**src/rtl/md_sequencer.sv**
```systemverilog
// md_sequencer: multi-cycle MULT/MULTU/DIV/DIVU over the shared EX-stage ALU, owning HI/LO.
// Define MD_SIGNED_EN to build signed MULT/DIV (op[0]=1); otherwise every op is unsigned.
module md_sequencer #(
    parameter int WIDTH = 32
) (
    input  logic             i_clk,
    input  logic             i_reset,
    input  logic             i_start,
    input  logic [1:0]       i_op,
    input  logic [WIDTH-1:0] i_rs,
    input  logic [WIDTH-1:0] i_rt,
    input  logic             i_hi_we,
    input  logic             i_lo_we,
    input  logic [WIDTH-1:0] i_wdata,
    output logic [WIDTH-1:0] o_alu_a,
    output logic [WIDTH-1:0] o_alu_b,
    output logic [2:0]       o_alu_ctr,
    input  logic [WIDTH-1:0] i_alu_result,
    output logic             o_busy,
    output logic             o_done,
    output logic [WIDTH-1:0] o_hi,
    output logic [WIDTH-1:0] o_lo
);
    localparam int CW = $clog2(WIDTH);
    typedef enum logic [1:0] {IDLE, ITER, FIX} state_t;
    state_t           r_state;
    logic [CW-1:0]    r_cnt;
    logic [WIDTH-1:0] r_acc_hi, r_acc_lo, r_opnd, r_hi, r_lo;
    logic             r_div, r_dz, r_done;
    logic [WIDTH-1:0] w_rs_abs, w_rt_abs, w_shift, w_sum, w_rem, w_quo, w_rmd;
    logic [2*WIDTH-1:0] w_prod;
    logic             w_dz, w_add, w_carry, w_ge;

    assign w_dz    = i_op[1] && (i_rt == '0);
    assign w_add   = r_acc_lo[0];
    assign w_shift = {r_acc_hi[WIDTH-2:0], r_acc_lo[WIDTH-1]};
    // The bit shifted out of rem makes the true value exceed any divisor.
    assign w_ge    = r_acc_hi[WIDTH-1] || (w_shift >= r_opnd);
    assign w_carry = w_add && (i_alu_result < r_acc_hi);
    assign w_sum   = w_add ? i_alu_result : r_acc_hi;
    assign w_rem   = w_ge ? i_alu_result : w_shift;

    always_comb begin
        o_alu_ctr = (r_state != ITER) ? 3'd0 : r_div ? 3'd2 : w_add ? 3'd1 : 3'd0;
        o_alu_a   = (r_state != ITER) ? '0 : r_div ? w_shift : w_add ? r_acc_hi : '0;
        o_alu_b   = (o_alu_ctr != 3'd0) ? r_opnd : '0;
    end

`ifdef MD_SIGNED_EN
    logic r_neg_q, r_neg_r, w_neg_q, w_neg_r;
    assign w_rs_abs = (i_op[0] && i_rs[WIDTH-1]) ? -i_rs : i_rs;
    assign w_rt_abs = (i_op[0] && i_rt[WIDTH-1]) ? -i_rt : i_rt;
    assign w_neg_q  = i_op[0] && (i_rs[WIDTH-1] ^ i_rt[WIDTH-1]);
    assign w_neg_r  = i_op[0] && i_rs[WIDTH-1];
    assign w_prod   = r_neg_q ? -{r_acc_hi, r_acc_lo} : {r_acc_hi, r_acc_lo};
    assign w_quo    = r_neg_q ? -r_acc_lo : r_acc_lo;
    assign w_rmd    = r_neg_r ? -r_acc_hi : r_acc_hi;
`else
    logic w_unused_op0;
    assign w_unused_op0 = i_op[0];
    assign w_rs_abs = i_rs;
    assign w_rt_abs = i_rt;
    assign w_prod   = {r_acc_hi, r_acc_lo};
    assign w_quo    = r_acc_lo;
    assign w_rmd    = r_acc_hi;
`endif

    always_ff @(posedge i_clk) begin
        if (!i_reset) begin
            r_state  <= IDLE;
            r_cnt    <= '0;
            r_acc_hi <= '0;
            r_acc_lo <= '0;
            r_opnd   <= '0;
            r_div    <= 1'b0;
            r_dz     <= 1'b0;
            r_done   <= 1'b0;
            r_hi     <= '0;
            r_lo     <= '0;
`ifdef MD_SIGNED_EN
            r_neg_q  <= 1'b0;
            r_neg_r  <= 1'b0;
`endif
        end else begin
            r_done <= (r_state == FIX);
            case (r_state)
                IDLE: begin
                    if (i_start) begin
                        r_state  <= w_dz ? FIX : ITER;
                        r_cnt    <= '0;
                        r_div    <= i_op[1];
                        r_dz     <= w_dz;
                        r_acc_hi <= '0;
                        // Divide-by-zero keeps raw rs here; FIX commits it to HI.
                        r_acc_lo <= w_dz ? i_rs : w_rs_abs;
                        r_opnd   <= w_rt_abs;
`ifdef MD_SIGNED_EN
                        r_neg_q  <= w_neg_q;
                        r_neg_r  <= w_neg_r;
`endif
                    end else begin
                        if (i_hi_we) r_hi <= i_wdata;
                        if (i_lo_we) r_lo <= i_wdata;
                    end
                end
                ITER: begin
                    r_cnt <= r_cnt + 1'b1;
                    if (r_cnt == CW'(WIDTH - 1)) r_state <= FIX;
                    if (r_div) begin
                        r_acc_hi <= w_rem;
                        r_acc_lo <= {r_acc_lo[WIDTH-2:0], w_ge};
                    end else begin
                        r_acc_hi <= {w_carry, w_sum[WIDTH-1:1]};
                        r_acc_lo <= {w_sum[0], r_acc_lo[WIDTH-1:1]};
                    end
                end
                FIX: begin
                    r_hi    <= r_dz ? r_acc_lo : r_div ? w_rmd : w_prod[2*WIDTH-1:WIDTH];
                    r_lo    <= r_dz ? '1 : r_div ? w_quo : w_prod[WIDTH-1:0];
                    r_state <= IDLE;
                end
                default: r_state <= IDLE;
            endcase
        end
    end

    assign o_busy = (r_state != IDLE);
    assign o_done = r_done;
    assign o_hi   = r_hi;
    assign o_lo   = r_lo;
endmodule

```
**config.mk**
```make
export PLATFORM = sky130hd
export DESIGN_NAME = md_sequencer
export DESIGN_NICKNAME = d
export VERILOG_FILES = /design/src/rtl/md_sequencer.sv
export SDC_FILE = /design/constraint.sdc
export NUM_CORES = 1
export LEC_CHECK = 0
export BUFFER_PORTS_ARGS = -buffer_cell sky130_fd_sc_hd__buf_4
export CELL_PAD_IN_SITES_DETAIL_PLACEMENT = 1
export CELL_PAD_IN_SITES_GLOBAL_PLACEMENT = 1
export CORE_AREA = 2 2 168 170
export CTS_CLUSTER_SIZE = 28
export DETAILED_ROUTE_END_ITERATION = 16
export DIE_AREA = 0 0 170 172
export PLACE_DENSITY = 0.8
export REMOVE_ABC_BUFFERS = 1
export SLEW_MARGIN = 10
export SYNTH_ARGS = -nofsm -noshare
export SYNTH_HDL_FRONTEND = slang
export SYNTH_SLANG_ARGS = --single-unit
```
**constraint.sdc**
```tcl
create_clock -name i_clk -period 3.47 [get_ports i_clk]
set_input_delay 0.694 -clock i_clk [delete_from_list [all_inputs] [get_ports i_clk]]
set_output_delay 0.694 -clock i_clk [all_outputs]
set_load 0.03 [all_outputs]
```
==> reports/metrics.yaml <==
clocking:
  cts_setup_buffers: 0
  numCtsBuffers: 17
  clk_latency_ns: 0.44
  numClockSinks: 170
  cts_hold_buf: 0
  cts_tree: "done"
  clk_pin_slew_ns: 0.08
  htree_levels: 4
  cts_buffer_depth: 2
  cts_resized: 0
  cts-root-buf: "clkbuf_16"
floorplanning:
  core.rowCount: 61
  dieArea_sq_um: 29200
  initial_core_util: 0.385
  io_pins: 268
  core_sq_um: 27500
  fp.dieH_um: 172
  fp.dieW_um: 170
synth:
  ys_types: 54
  syn-cell-area_sq_um: 10600
  synth_edf_count: 0
  synth_ff_type: "dfxtp_1"
  seq_area_frac_synth: 0.322
  ys_async_sr_fraction: 0
  synth_seq_cells: 170
  avgSynthCellArea_sq_um: 7.91
  synthCells: 1337
  ys_warn_count: 0
global_route:
  grt_max_degree: 69
  antenna_found_initial: 1
  grt-ovfl-total: 0
  grt_pass1_vias: 10900
  grt_pass1_wl_um: 60300
  grt_usage: 0.264
critical_path:
  reg2reg_depth: 10
  r2r_setup_slack_ns: 0.76
  path_max_fanout: 32
  critPathCaptureType: "output port"
  required_ns: 2.78
  start_kind: "register"
  r2r_start: "r_acc_lo[31]"
  reg2reg_to: "r_acc_hi[0]"
  path_class: "reg -> out"
  cp.arrival_ns: 2.29
routing:
  ant_nets: 0
  post_drt_wl_per_cell_um: 20.7
  routed_wirelength_um: 39400
  drcViolationCount: 0
  dr_total_vias: 10800
  via_per_inst: 5.66
  drtPass1Iterations: 5
  drt_iter0_drc: 607
power_and_ir_drop:
  leakagePower_nw: 5.65
  power_switching_w: 0.00175
  p_clk_frac: 0.379
  power_frac_seq: 0.409
  swShare: 0.328
  finalPower_w: 0.00534
  power.density_nw_per_um2: 396
  p_int_w: 0.00359
  comb_power_share: 0.212
  peakVddDrop_mv: 0.281
final_layout:
  synthToLayoutAreaGrowth_pct: 27.6
  utilization: 0.491
  drive_gt1_frac: 0.225
  final.fill_count: 3368
  nets: 1748
outcome:
  status: "complete, no violations"
run:
  cap_violations: 0
sta:
  worst_pin_slew_ns: 0.990
  maxSlewViolCount: 0
  hold_ws_ns: 0.447
  max_clock_freq_mhz: 335
  fin_worst_skew_ns: 0.0146
  hold_viol: 0
  min_period_over_period: 0.861
  fin_crit_ns: 2.99
  finalSetupViolCount: 0
  slew_headroom: 0.340
  rsz0062_at_grt: "no"
hold_path:
  min_path_type: "reg -> reg"
  holdPathStages: 1
  hold_end: "r_cnt[3]"
  hold_start: "r_cnt[3]"
placed_design:
  numPortBuffers: 265
  gp_congestion: 0.900
  hpwl_um: 28200
[how the worst max path moves through the flow]
stage,end,startpoint,depth (start not counted)
after global placement,r_acc_hi[31],i_alu_result[29],9
after global routing,o_alu_b[30],r_state[1],5
final,o_alu_b[22],r_state[1],5
after CTS,o_alu_b[1],r_state[1],5
after floorplan,o_lo[0],r_state[1],4
after detailed placement,r_acc_hi[0],r_acc_lo[31],10
[cell usage after synthesis, drive strengths merged (5+ instances only)]
| cell type | instances | area (sq um) |
|---|---|---|
| a21boi | 69 | 529 |
| a211oi | 34 | 255 |
| buf | 20 | 116 |
| nand2 | 248 | 931 |
| a21oi | 57 | 285 |
| and3 | 32 | 200 |
| dfxtp | 170 | 3400 |
| o211ai | 5 | 37.5 |
| nor2b | 38 | 238 |
| ha | 65 | 813 |
| clkbuf | 82 | 308 |
| inv | 68 | 255 |
| a22oi | 31 | 233 |
| mux2i | 95 | 951 |
| o221ai | 34 | 304 |
| a22o | 32 | 280 |
| nand4 | 7 | 43.8 |
| nor2 | 50 | 188 |
| o21ai | 79 | 403 |
| nand3 | 36 | 180 |
| and2 | 37 | 231 |
| nor4 | 8 | 50.1 |
[critical path, stage by stage, from the launching register on]
cell	delay [ns]
dfxtp_1	0.57
nand2b_2	0.24
nor3b_4	0.05
or2_2	0.53
and2_1	0.28
buf_4	0.17
[flip-flops by register name (all words and copies together) (netlist names)]
name / flops
o_hi: 32
o_lo: 32
r_acc_hi: 32
r_acc_lo: 32
r_opnd: 32
r_cnt: 5
r_state: 2
o_done: 1
r_div: 1
r_dz: 1
[through the flow]
stage	TNS [ns]	instances	instance area, sq um	setup WS, ns
final	0	1909	13500	0.482
after global routing	0	1908	13500	0.368
after CTS	0	1907	13500	0.465
after detailed placement	0	1875	12900	0.773
after global placement	0	1875	12900	0.774
after floorplan	-147.19	1233	10100	-2.30
[power by group through the flow]
stage,registers (W),logic (W),clock network [W]
after floorplan,0.00226,0.000594,0
after global routing,0.00220,0.00125,0.00214
after CTS,0.00218,0.00113,0.00206
after global placement,0.00222,0.00108,0
after detailed placement,0.00223,0.00113,0
final,0.00219,0.00113,0.00203
[layout make-up]
type	count	area (sq um)	area share
Clock inverter	14	170	0.0126
Sequential cell	170	3410	0.252
Tap cell	346	433	0.0321
Multi-Input combinational cell	995	6530	0.484
Inverter	68	255	0.0189
Timing Repair Buffer	296	2260	0.167
Clock buffer	18	439	0.0325
Antenna cell	2	5.00	0.000371
[cells in the final DEF, fill, tap and decap left out, drive strengths merged, types with 4 or more instances in the layout]
| cell | n |
|---|---|
| dfxtp | 170 |
| ha | 65 |
| clkbuf | 18 |
| clkinv | 4 |
| inv | 76 |
| o211ai | 5 |
| a21boi | 69 |
| a22o | 32 |
| nor4 | 8 |
| buf | 296 |
| o21ai | 79 |
| a21o | 4 |
| nand3 | 36 |
| and2 | 37 |
| a22oi | 31 |
| a41oi | 4 |
| a21oi | 57 |
| nor2 | 50 |
| nor2b | 38 |
| nand2 | 248 |
| nand4 | 7 |
| o221ai | 34 |
| mux2i | 95 |
| nor3b | 4 |
| a211oi | 34 |
| and3 | 32 |
[cells by family (layout without fill, tap and decap cells)]
kind of cell / count (synthesis) / after routing / share of synthesized area
fa+ha+maj: 65 / 65 / 0.0769
buf+inv: 172 / 396 / 0.0659
flops: 170 / 170 / 0.322
other cells: 1 / 3 / 0.000355
simple gates: 471 / 471 / 0.206
compound gates: 363 / 363 / 0.239
mux: 95 / 95 / 0.0899
[metal layers]
layer | track usage | vias to the layer above | part of all wire
met3 | 0.0359 | 66 | 0.047
met2 | 0.438 | 331 | 0.46
li1 | - | 5143 | -
met5 | 0 | - | 0
met4 | 0.107 | 0 | 0.033
met1 | 0.347 | 5260 | 0.46
Note: power is estimated with default switching activity, not from simulation.
